--- src/rtl/demux_n_to_wide.sv ---
// Narrow-to-wide lane assembler: packs RATIO valid beats of IN_W bits into one word,
// with gap tolerance on valid and a flush that emits a partial word plus lane enables.
module demux_n_to_wide #(
    parameter int IN_W      = 8,
    parameter int RATIO     = 4,
    parameter int MSB_FIRST = 1
) (
    input  logic                  clk_4f,
    input  logic                  reset,
    input  logic [IN_W-1:0]       data_in,
    input  logic                  valid,
    input  logic                  flush,
    output logic [IN_W*RATIO-1:0] data_out,
    output logic                  valid_out,
    output logic [RATIO-1:0]      lane_en,
    output logic                  partial
);

    localparam int             OW       = IN_W * RATIO;
    localparam int             CW       = $clog2(RATIO + 1);
    localparam logic [CW-1:0]  LAST_IDX = CW'(RATIO - 1);

    logic [OW-1:0]    r_acc;
    logic [RATIO-1:0] r_mask;
    logic [CW-1:0]    r_cnt;
    logic [OW-1:0]    r_data_out;
    logic             r_valid_out;
    logic [RATIO-1:0] r_lane_en;
    logic             r_partial;

    logic [CW-1:0]    w_lane;
    logic [OW-1:0]    w_acc_ins;
    logic [RATIO-1:0] w_mask_ins;
    logic [CW-1:0]    w_cnt_next;
    logic             w_full;
    logic             w_flush_emit;

    // Accumulator and mask with the current beat inserted, plus the emission decisions.
    always_comb begin
        w_lane     = (MSB_FIRST != 0) ? CW'(LAST_IDX - r_cnt) : r_cnt;
        w_acc_ins  = r_acc;
        w_mask_ins = r_mask;
        for (int i = 0; i < RATIO; i++) begin
            w_acc_ins[i*IN_W +: IN_W] = (valid && (w_lane == CW'(i))) ? data_in
                                                                       : r_acc[i*IN_W +: IN_W];
            w_mask_ins[i]             = (valid && (w_lane == CW'(i))) ? 1'b1 : r_mask[i];
        end
        w_full       = valid && (r_cnt == LAST_IDX);
        // A beat completing the word takes priority; the flush then has nothing left.
        w_flush_emit = flush && !w_full && (valid || (r_cnt != {CW{1'b0}}));
        w_cnt_next   = r_cnt + {{(CW-1){1'b0}}, valid};
    end

    // Assembly state: beat counter, accumulator and lane-fill mask.
    always_ff @(posedge clk_4f or negedge reset) begin
        if (!reset) begin
            r_acc  <= {OW{1'b0}};
            r_mask <= {RATIO{1'b0}};
            r_cnt  <= {CW{1'b0}};
        end else if (w_full || w_flush_emit) begin
            r_acc  <= {OW{1'b0}};
            r_mask <= {RATIO{1'b0}};
            r_cnt  <= {CW{1'b0}};
        end else begin
            r_acc  <= w_acc_ins;
            r_mask <= w_mask_ins;
            r_cnt  <= w_cnt_next;
        end
    end

    // Output register stage; word, lane enables and partial flag hold between emissions.
    always_ff @(posedge clk_4f or negedge reset) begin
        if (!reset) begin
            r_data_out  <= {OW{1'b0}};
            r_valid_out <= 1'b0;
            r_lane_en   <= {RATIO{1'b0}};
            r_partial   <= 1'b0;
        end else if (w_full) begin
            r_data_out  <= w_acc_ins;
            r_valid_out <= 1'b1;
            r_lane_en   <= {RATIO{1'b1}};
            r_partial   <= 1'b0;
        end else if (w_flush_emit) begin
            r_data_out  <= w_acc_ins;
            r_valid_out <= 1'b1;
            r_lane_en   <= w_mask_ins;
            r_partial   <= 1'b1;
        end else begin
            r_valid_out <= 1'b0;
        end
    end

    assign data_out  = r_data_out;
    assign valid_out = r_valid_out;
    assign lane_en   = r_lane_en;
    assign partial   = r_partial;

endmodule

--- config.mk ---
export PLATFORM = sky130hd
export DESIGN_NAME = demux_n_to_wide
export DESIGN_NICKNAME = d
export VERILOG_FILES = /design/src/rtl/demux_n_to_wide.sv
export SDC_FILE = /design/constraint.sdc
export NUM_CORES = 1
export LEC_CHECK = 0
export BUFFER_PORTS_ARGS = -buffer_cell sky130_fd_sc_hd__buf_2
export CAP_MARGIN = 25
export CORE_MARGIN = 2
export CORE_UTILIZATION = 55
export CTS_CLUSTER_SIZE = 28
export DETAILED_ROUTE_END_ITERATION = 16
export HOLD_SLACK_MARGIN = 0.03
export PLACE_DENSITY_LB_ADDON = 0.3
export RECOVER_POWER = 100
export SETUP_SLACK_MARGIN = 0.15
export SYNTH_ARGS = -nofsm -noshare
export SYNTH_HDL_FRONTEND = slang
export SYNTH_SLANG_ARGS = --single-unit
--- constraint.sdc ---
create_clock -name clk_4f -period 2.3 [get_ports clk_4f]
set_input_delay 0.115 -clock clk_4f [delete_from_list [all_inputs] [get_ports clk_4f]]
set_output_delay 0.115 -clock clk_4f [all_outputs]
set_load 0.01 [all_outputs]
# Word-level counts from Yosys, hierarchy flattened
# Index checks and enable logic that the tools add are counted.
[totals] register_bits=77 in_bits=12 output_inout_bits=38
[classes] addsub=2 n_eq_ne=4 n_mux=19 n_reduce_logical=13
[op_table] operator="32-bit 2-to-1 mux" count=3
[op_table] operator="8-bit 2-to-1 mux" count=4
[op_table] operator="4-bit 2-to-1 mux" count=3
[op_table] operator="3-bit by 2-bit equality test with 1-bit output, second input constant" count=3
[op_table] operator="1-bit 2-to-1 mux" count=8
[op_table] operator="1-bit logical AND" count=7
[op_table] operator="3-bit by 1-bit adder with 3-bit output" count=1
[op_table] operator="3-bit by 1-bit equality test with 1-bit output, second input constant" count=1
[op_table] operator="3-bit zero test" count=1
[op_table] operator="3-bit 2-to-1 mux" count=1
[op_table] operator="3-bit nonzero test" count=1
[op_table] operator="2-bit by 3-bit subtractor with 3-bit output, first input constant" count=1
[op_table] operator="1-bit logical OR" count=2
[op_table] operator="2-bit nonzero test" count=1
[op_table] operator="1-bit zero test" count=1

# Longest topological paths before layout
# Gate-level depths: netlist of run 1.
[logic_depth] ltp_word=7 mapped_depth=7

# Least setup slack after synthesis of run 1
# OpenSTA, ideal clock, no wires.
[synth_timing] path_type="reg-to-reg" from="reg r_cnt[0]" to="reg r_data_out[4] (netlist: data_out[4])" setup_ns=0.125 arrival_ns=1.517 required_ns=2.175 slack_ns=0.658 path_stages_with_launch=6 n_path_buf=1 synth_period_minus_slack_ns=1.642 cell_sequence="dfrtp_1 o41ai_4 and2_4 inv_4 buf_6 mux2_4"
[synth_between] elab_chain_len=6
[synth_lines] item="from (decl)" line="25" source="logic [CW-1:0] r_cnt;"
[synth_lines] item="from (signal assigned)" line="59" source="r_cnt <= {CW{1'b0}};"
[synth_lines] item="from (signal assigned)" line="63" source="r_cnt <= {CW{1'b0}};"
[synth_lines] item="from (signal assigned)" line="67" source="r_cnt <= w_cnt_next;"
[synth_lines] item="2-bit by 3-bit subtractor with 3-bit output or 3-bit by 2-bit equality test with 1-bit output (tied branches)" line="40, 48"
[synth_lines] item="3-bit zero test or 1-bit logical AND (tied branches)" line="44, 48"
[synth_lines] item="1-bit logical AND or 1-bit zero test (tied branches)" line="44, 50"
[synth_lines] item="8-bit 2-to-1 mux or 1-bit logical AND (tied branches)" line="44, 50"
[synth_lines] item="32-bit 2-to-1 mux or 1-bit logical AND (tied branches)" line="83, 50"
[synth_lines] item="32-bit 2-to-1 mux or 2-bit nonzero test (tied branches)"
[synth_lines] item="to (signal assigned)" line="74" source="r_data_out <= {OW{1'b0}};"
[synth_lines] item="to (signal assigned)" line="79" source="r_data_out <= w_acc_ins;"
[synth_lines] item="to (signal assigned)" line="84" source="r_data_out <= w_acc_ins;"
[synth_lines] item="to (decl)" line="26" source="logic [OW-1:0] r_data_out;"
# Several ways; a longest one is shown, not always the timed one. The select of a mux whose other input is x is not followed.
# A chain may end at the register's enable or synchronous reset.

# Worst setup path in the final report of run 1
# Ends and elaborated chain as after synthesis.

==> results of run 1 <==
## sequential cells by signal, indices dropped and copies added, names as in the netlist
signal     count
r_mask         4
r_cnt          3
lane_en        4
partial        1
r_acc         32
valid_out      1
data_out      32
## power by group through the flow
stage               clock (mW)  sequential (mW)  combinational [mW]
finish                   0.997             1.97                1.33
global placement             0             1.98                1.39
floorplan                    0             2.07               0.859
detailed placement           0             1.99                1.42
CTS                       1.02             1.97                1.44
global route              1.07             2.01                1.48
## logic make-up after synthesis
kind of cell,count (synthesis),share of synthesized area [%]
flops,77,60.89
simple gates,53,8.344
mux,64,21.35
buf+inv,41,5.971
compound gates,7,2.373
xor+xnor,1,0.2768
fa+ha+maj,2,0.7907
## critical path, cell delays in order (launching register included)
cell and delay [ns]:
dfrtp_1 0.48, o41ai_1 0.53, and2_4 0.26, inv_6 0.14, mux2_1 0.37
## routing by layer
| layer | GRT usage [%] | vias to the layer above | routed length, µm | part of all wire (%) |
|---|---|---|---|---|
| li1 | - | 928 | - | - |
| met1 | 27.35 | 940 | 2832 | 50 |
| met2 | 29.16 | 42 | 2545 | 45 |
| met3 | 3.959 | 9 | 229 | 4.0 |
| met4 | 9.492 | 0 | 93 | 1.6 |
| met5 | 0 | - | 0 | 0 |
## final timing paths
check	startpoint	endpoint	slack [ns]	depth (start not counted)
min	flush	lane_en[1]	0.05	2
max reg2reg	r_cnt[0]	data_out[4]	0.36	4
max	r_cnt[0]	data_out[4]	0.36	4
min reg2reg	r_mask[3]	r_mask[3]	0.49	2
max in group asynchronous	reset	data_out[18]	1.01	3
min in group asynchronous	reset	data_out[15]	0.08	2
## area by class of cell
type	instances	area, µm²	area share, %
Timing Repair Buffer	58	262.8	7.266
Clock buffer	12	145.1	4.014
Inverter	28	110.1	3.045
Clock inverter	4	47.55	1.315
Sequential cell	77	1927	53.29
Tap cell	72	90.09	2.491
Multi-Input combinational cell	127	1033	28.58
## repair_timing
item                                   in CTS  in global routing
hold buffers                                1                  0
endpoints found under the hold margin      77                  0
gates resized for setup                     0                  1
setup endpoints to repair                   0                  2
## placed cells by master (no fill, tap or decap), drive strengths merged
cell type and instances:
a21oi 1, nor2 33, clkinv 2, o41ai 1, and2 1, nand3 1, nor2b 1, inv 28
a32oi 3, mux2i 48, and3 11, nor4bb 2, a21o 1, or4 1, a2bb2oi 1, buf 16
or3 1, dlygate4sd3 1, bufinv 1, mux2 16, ha 2, clkbuf 53, clkinvlp 1, nor4b 1
xnor2 1, nand4b 1, dfrtp 77
==> flow_metrics.tcl, run 1 <==
set metrics [dict create \
    whs_ns 0.05325 \
    cp-end-kind "register" \
    ys_ff_latch 77 \
    nFillCells 466 \
    p_per_area_mw_per_mm2 1186 \
    crit_type "reg2reg" \
    hold_viol 0 \
    ys_async_sr_fraction_pct 100.0 \
    max_slew_margin_pct 33.00 \
    track_usage_pct 19.50 \
    postCtsSetupBuffers 0 \
    grt-ovfl-total 0 \
    pre_cts_slack_ns 0.2670 \
    antenna_cells 0 \
    wl_um 5700 \
    io_buffers 49 \
    num_vias 1919 \
    max_freq_ghz 0.5157 \
    drv_cap 0 \
    p_sw_share_pct 33.99 \
    start_util_pct 57.11 \
    max-vdd-ir-drop_uv 748.1 \
    dp.cells 360 \
    viasPerCell 5.077 \
    synth_edf_count 0 \
    grt_pass1_vias 1937 \
    clock_path_buffers 2 \
    utilization_pct 65.27 \
    post_dp_cell_area_mm2 0.003492 \
    netlist_area_mm2 0.003164 \
    stdcell_area_mm2 0.003616 \
    syn_nets 259 \
    ios 50 \
    internal-power_mw 2.831 \
    leakagePower_nw 1.796 \
    die-area_mm2 0.006376 \
    antenna_found_initial 0 \
    detail_route.first_pass.iterations 4 \
    syn2layout_area_growth_pct 14.27 \
    drt_iter0_drc 109 \
    grt_max_degree 78 \
    setup_ws_ns 0.3610 \
    yosysWarnings 0 \
    ant_nets 0 \
    drv_slew 0 \
    ys.flop_type "dfrtp_1" \
    htree_levels 3 \
    yosys.area.top_type "dfrtp_1" \
    rows 27 \
    final_cells 378 \
    setup.worst_path.start_class "register" \
    netlist.area_leader.share_pct 60.89 \
    arrival_ns 2.16 \
    setup_violations 0 \
    post-dp-hpwl_um 3660 \
    worstPathRequired_ns 2.52 \
    core_area_mm2 0.005540 \
    fp.dieW_um 79.85 \
    synth_commonest_cells "dfrtp_1, mux2i_1, nor2_1" \
    switching_power_mw 1.458 \
    seqPwrFrac_pct 45.9 \
    tns_ns 0 \
    cts_tree "yes" \
    finClkSkew_ns 0.006042 \
    path_clk_slew_ns 0.07 \
    synth.most_common_cell "dfrtp_1" \
    avgSynthCellArea_um2 12.92 \
    drc 0 \
    power_mw 4.289 \
    cts_buffers 9 \
    grt_pass1_wl_um 9266 \
    wire_per_inst_um 15.08 \
    nets 315 \
    status "finished clean" \
    min_period_ns 1.939 \
    die_h_um 79.85 \
    gp_congestion 0.7854 \
    ys_types 26 \
    clock_power_share_pct 23.2 \
    clk_latency_ns 0.34 \
    holdCritPathClass "in2reg" \
    critPathMaxFanout 52 \
    cts-root-buf "clkbuf_8" \
    tightest_slew_ns 1.005 \
    rsz0062_at_grt "no" \
    ys_top_cells_by_area "dfrtp_1, mux2i_1, mux2_2, nor2_1, inv_1" \
    clock-sinks 77 \
    syn_inst 245 \
    ys_seq_area_share_pct 60.89 \
    fin_crit_sh_pct 84.31 \
    power_frac_comb_pct 30.9 \
    drive_above_1_share_pct 15.69 \
]
No activity file was read; power rests on OpenSTA's default activity.
==> run 2: changes to the inputs <==
==> constraint.sdc (replaced) <==
create_clock -name clk_4f -period 1.9 [get_ports clk_4f]
set_input_delay 0.095 -clock clk_4f [delete_from_list [all_inputs] [get_ports clk_4f]]
set_output_delay 0.095 -clock clk_4f [all_outputs]
set_load 0.01 [all_outputs]
==> run 2 against run 1 <==
Against the previous run: combinational power grew 43%; setup slack got worse by 0.21 ns; flip-flop and latch count is the same; clock-buffer cell count fell by 1; global-route usage increased by 1.9 points; sequential power grew 22%; design area rose by 3.7%; cell count up 2.9%; maximum frequency up 11%; clock power about the same; total power rose by 24%; critical path type unchanged; largest power group unchanged; highest routed layer unchanged.
==> flow_metrics.tcl, run 2 (same netlist as run 1, synthesis figures left out) <==
set metrics [dict create \
    status "finished clean" \
    nets 328 \
    hold_viol 0 \
    cts-root-buf "clkbuf_8" \
    internal-power_mw 3.402 \
    worstPathRequired_ns 2.12 \
    antenna_found_initial 0 \
    antenna_cells 0 \
    leakagePower_nw 1.864 \
    utilization_pct 67.66 \
    p_sw_share_pct 35.84 \
    rsz0062_at_grt "no" \
    final_cell_mix "dfrtp_1, mux2i_1, clkbuf_1" \
    holdCritPathClass "in2reg" \
    setup.worst_path.start_class "register" \
    ff2ff_setup_slack_ns 0.15 \
    arrival_ns 1.98 \
    syn2layout_area_growth_pct 18.47 \
    drv_cap 0 \
    p_per_area_mw_per_mm2 1414 \
    cts_tree "yes" \
    hold_path_depth 2 \
    critPathMaxFanout 5 \
    crit_type "reg2reg" \
    clock_path_buffers 2 \
    htree_levels 3 \
    cp-end-kind "register" \
    seqPwrFrac_pct 45.2 \
    finClkSkew_ns 0.004450 \
    tightest_slew_ns 0.7164 \
    max_slew_margin_pct 52.24 \
    r2r-start "r_cnt[0]" \
    track_usage_pct 21.41 \
    whs_ns 0.05626 \
    drc 0 \
    cts_buffers 9 \
    worstPathCellList "clkbuf_2 > nor4bb_4 > buf_4 > mux2i_1 > mux2i_1" \
    nFillCells 447 \
    stdcell_area_mm2 0.003749 \
    min_from "flush" \
    path_clk_slew_ns 0.07 \
    r2r_cells 5 \
    dp.cells 367 \
    crit_path_max_incr_delay_ns 0.45 \
    fin_crit_sh_pct 92.31 \
    viasPerCell 5.249 \
    wl_um 6659 \
    multi_input_area_mm2 0.001112 \
    final_cells 389 \
    rows 27 \
    num_vias 2042 \
    final_common_cell "dfrtp_1" \
    start_util_pct 57.11 \
    grt_max_degree 59 \
    cpMaxStageDelayCell "dfrtp_1" \
    seq_area_mm2 0.001927 \
    setup_violations 0 \
    clock_power_share_pct 19.0 \
    min_period_ns 1.754 \
    post-dp-hpwl_um 4021 \
    fp.dieW_um 79.85 \
    max-vdd-ir-drop_uv 948.8 \
    setup_ws_ns 0.1461 \
    die-area_mm2 0.006376 \
    clk_latency_ns 0.35 \
    drt_iter0_drc 199 \
    switching_power_mw 1.900 \
    die_h_um 79.85 \
    worstHoldEndpoint "lane_en[2]" \
    power_mw 5.302 \
    drive_above_1_share_pct 21.45 \
    grt-ovfl-total 0 \
    max_freq_ghz 0.5701 \
    grt_pass1_wl_um 10160 \
    post_dp_cell_area_mm2 0.003545 \
    core_area_mm2 0.005540 \
    io_buffers 49 \
    crit_top_cell "mux2i_1" \
    tns_ns 0 \
    ant_nets 0 \
    ios 50 \
    timing.rr.end "data_out[10]" \
    grt_pass1_vias 2018 \
    gp_congestion 0.8534 \
    detail_route.first_pass.iterations 4 \
    drv_slew 0 \
    wire_per_inst_um 17.12 \
    power_frac_comb_pct 35.8 \
    clock-sinks 77 \
    pre_cts_slack_ns 0.09490 \
]
[run 2: worst max-delay path by stage]
| stage | start | end | slack [ns] | cells after the start |
|---|---|---|---|---|
| after floorplan | r_cnt[0] | data_out[4] | 0.26 | 5 |
| after global placement | r_cnt[2] | data_out[25] | 0.19 | 5 |
| after detailed placement | r_cnt[2] | data_out[10] | 0.09 | 5 |
| after CTS | r_cnt[2] | data_out[10] | 0.16 | 5 |
| after global routing | r_cnt[0] | data_out[13] | 0.07 | 5 |
| final | r_cnt[0] | data_out[10] | 0.15 | 5 |
[run 2: worst max-delay path, delay by kind of cell (launching register included)]
family / cells / cell delay (ns)
flops: 1 / 0.45
mux: 2 / 0.37
buf+inv: 2 / 0.43
simple gates: 1 / 0.37
[run 2: what timing repair did]
item | in CTS | in global routing
resized for setup | 1 | 27
buffers inserted | 0 | 4
pin swaps | 0 | 2
endpoints found under the hold margin | 56 | 0
setup endpoints to repair | 13 | 26
hold buffers | 1 | 0
gates cloned | 0 | 3
[run 2: power by group through the flow]
stage	Combinational [mW]	Sequential, mW	Clock (mW)
finish	1.90	2.40	1.01
detailed placement	1.82	2.40	0
global route	2.10	2.45	1.11
global placement	1.77	2.38	0
floorplan	1.04	2.51	0
CTS	1.83	2.38	1.03
[run 2: final cells by class]
type / instances / share of cell area (%)
sequential: 77 / 51.40
inverter: 28 / 2.870
timing repair buffer: 70 / 9.646
multi-input combinational: 127 / 29.67
clock buffer: 11 / 3.505
clock inverter: 3 / 0.4005
tap: 72 / 2.403
timing repair inverter: 1 / 0.1001
[run 2: layer usage]
layer,part of all wire (%),track usage (%),up-vias
met5,0,0,-
met4,2.1,11.02,0
met1,46,30.58,1032
met3,4.6,4.072,10
met2,47,31.34,50
li1,-,-,950
==> run 3: changes to the inputs <==
--- a/config.mk
+++ b/config.mk
@@ -7,6 +7,7 @@
 export LEC_CHECK = 0
 export BUFFER_PORTS_ARGS = -buffer_cell sky130_fd_sc_hd__buf_2
 export CAP_MARGIN = 25
+export CORE_ASPECT_RATIO = 1.25
 export CORE_MARGIN = 2
 export CORE_UTILIZATION = 55
 export CTS_CLUSTER_SIZE = 28
==> run 3 against run 2 <==
Against the previous run: maximum frequency is 2.2% higher; cell count is 3.6% lower; first-iteration DRC count is 34% lower; clock power is 21% higher; register-to-register slack better by 0.04 ns; design area is 0.90% lower; non-clock buffer count is 7 lower; critical path type unchanged; critical endpoint is now data_out[30]; largest cell class unchanged; highest routed layer unchanged.
==> flow_metrics.tcl, run 3 (same netlist as run 1, synthesis figures left out) <==
set metrics [dict create \
    status "finished clean" \
    syn2layout_area_growth_pct 17.40 \
    switching_power_mw 1.859 \
    setup.worst_path.start_class "register" \
    use_met2_pct 33.59 \
    max_freq_ghz 0.5826 \
    critPathMaxFanout 9 \
    nets 320 \
    die_h_um 88.81 \
    worstPathRequired_ns 2.12 \
    max_slew_margin_pct 34.97 \
    grt_use_met3_pct 3.303 \
    internal-power_mw 3.509 \
    ios 50 \
    tightest_slew_ns 0.9754 \
    arrival_ns 1.94 \
    wire_per_inst_um 16.32 \
    io_buffers 49 \
    crit_type "reg2reg" \
    grt_pass1_wl_um 9798 \
    top_usage_layer "met2" \
    multi_input_area_mm2 0.001067 \
    core_area_mm2 0.005480 \
    seq_area_mm2 0.001927 \
    rows 30 \
    holdCritPathClass "in2reg" \
    clock-sinks 77 \
    drv_cap 0 \
    die-area_mm2 0.006380 \
    leakagePower_nw 1.840 \
    cp-end-kind "register" \
    cts_tree "yes" \
    grt_max_degree 43 \
    drc 0 \
    drt_iter0_drc 131 \
    hold_viol 0 \
    drive_above_1_share_pct 18.33 \
    nFillCells 444 \
    fin_crit_sh_pct 90.34 \
    rsz0062_at_grt "yes" \
    tns_ns 0 \
    power_frac_comb_pct 33.3 \
    clock_path_buffers 2 \
    ant_nets 0 \
    finClkSkew_ns 0.006736 \
    pre_cts_slack_ns 0.1379 \
    htree_levels 3 \
    cts-root-buf "clkbuf_8" \
    track_usage_pct 20.85 \
    cts_buffers 9 \
    post-dp-hpwl_um 3926 \
    antenna_cells 0 \
    grt_pass1_vias 1962 \
    setup_ws_ns 0.1836 \
    path_clk_slew_ns 0.07 \
    detail_route.first_pass.iterations 4 \
    final_cell_mix "dfrtp_1, mux2i_1, clkbuf_1" \
    drv_slew 0 \
    wl_um 6121 \
    start_util_pct 57.74 \
    fp.dieW_um 71.84 \
    setup_violations 0 \
    p_sw_share_pct 34.63 \
    grt-ovfl-total 0 \
    power_mw 5.368 \
    clock_power_share_pct 22.8 \
    antenna_found_initial 0 \
    viasPerCell 5.293 \
    p_per_area_mw_per_mm2 1445 \
    final_common_cell "dfrtp_1" \
    gp_congestion 0.8214 \
    seqPwrFrac_pct 43.9 \
    min_period_ns 1.716 \
    max-vdd-ir-drop_uv 721.6 \
    clk_latency_ns 0.35 \
    num_vias 1985 \
    use_met1_pct 26.97 \
]
## run 3: worst max-delay path, cell delays in order, from the launching register on
cell     delay, ns
dfrtp_1       0.45
buf_4         0.19
nor4b_1       0.29
buf_4         0.28
mux2i_1       0.28
mux2i_1       0.10
## run 3: per-layer routing
metal  up-vias  wire length, µm
li1        940                -
met1       993             2732
met2        43             3076
met3         9              192
met4         0              120
met5         -                0
## run 3: power groups by stage
| stage | logic (mW) | clock network (mW) | registers [mW] |
|---|---|---|---|
| global route | 1.99 | 1.31 | 2.41 |
| global placement | 1.77 | 0 | 2.36 |
| detailed placement | 1.84 | 0 | 2.38 |
| floorplan | 1.04 | 0 | 2.51 |
| CTS | 1.85 | 1.25 | 2.35 |
| finish | 1.79 | 1.22 | 2.36 |
## run 3: final cells by class
| cell class | count | share of cell area (%) |
|---|---|---|
| clock buffer | 10 | 3.705 |
| tap | 64 | 2.156 |
| sequential | 77 | 51.87 |
| clock inverter | 6 | 1.684 |
| timing repair buffer | 63 | 8.825 |
| inverter | 28 | 3.031 |
| multi-input combinational | 127 | 28.73 |
## run 3: timing repair
item                                    4_1_cts  5_1_grt
setup buffers                                 0        1
endpoints found under the setup margin       10       28
endpoints found under the hold margin        37        0
hold buffers                                  1        0
gates cloned                                  0        2
resized for setup                             1       18
pin swaps                                     0        2
## run 3: worst paths after layout
kind	start	endpoint	slack, ns	depth (start not counted)
min in group asynchronous	reset	data_out[23]	0.44	2
worst max register to register	r_cnt[0]	data_out[30]	0.18	5
worst min-delay path	flush	lane_en[1]	0.07	2
worst max-delay path	r_cnt[0]	data_out[30]	0.18	5
worst min register to register	r_mask[3]	r_mask[3]	0.49	2
max in group asynchronous	reset	data_out[2]	0.72	3
## run 3: stage by stage
stage / utilization [%] / cell area, µm² / instances / hold slack [ns]
6_report: 67.79 / 3715 / 375 / 0.06818
2_1_floorplan: - / 3164 / 245 / -0.2006
3_3_place_gp: 64.41 / 3530 / 355 / 0.09097
4_1_cts: 68.29 / 3742 / 372 / 0.05033
3_5_place_dp: 64.41 / 3530 / 355 / 0.1006
5_1_grt: 67.79 / 3715 / 375 / 0.06934
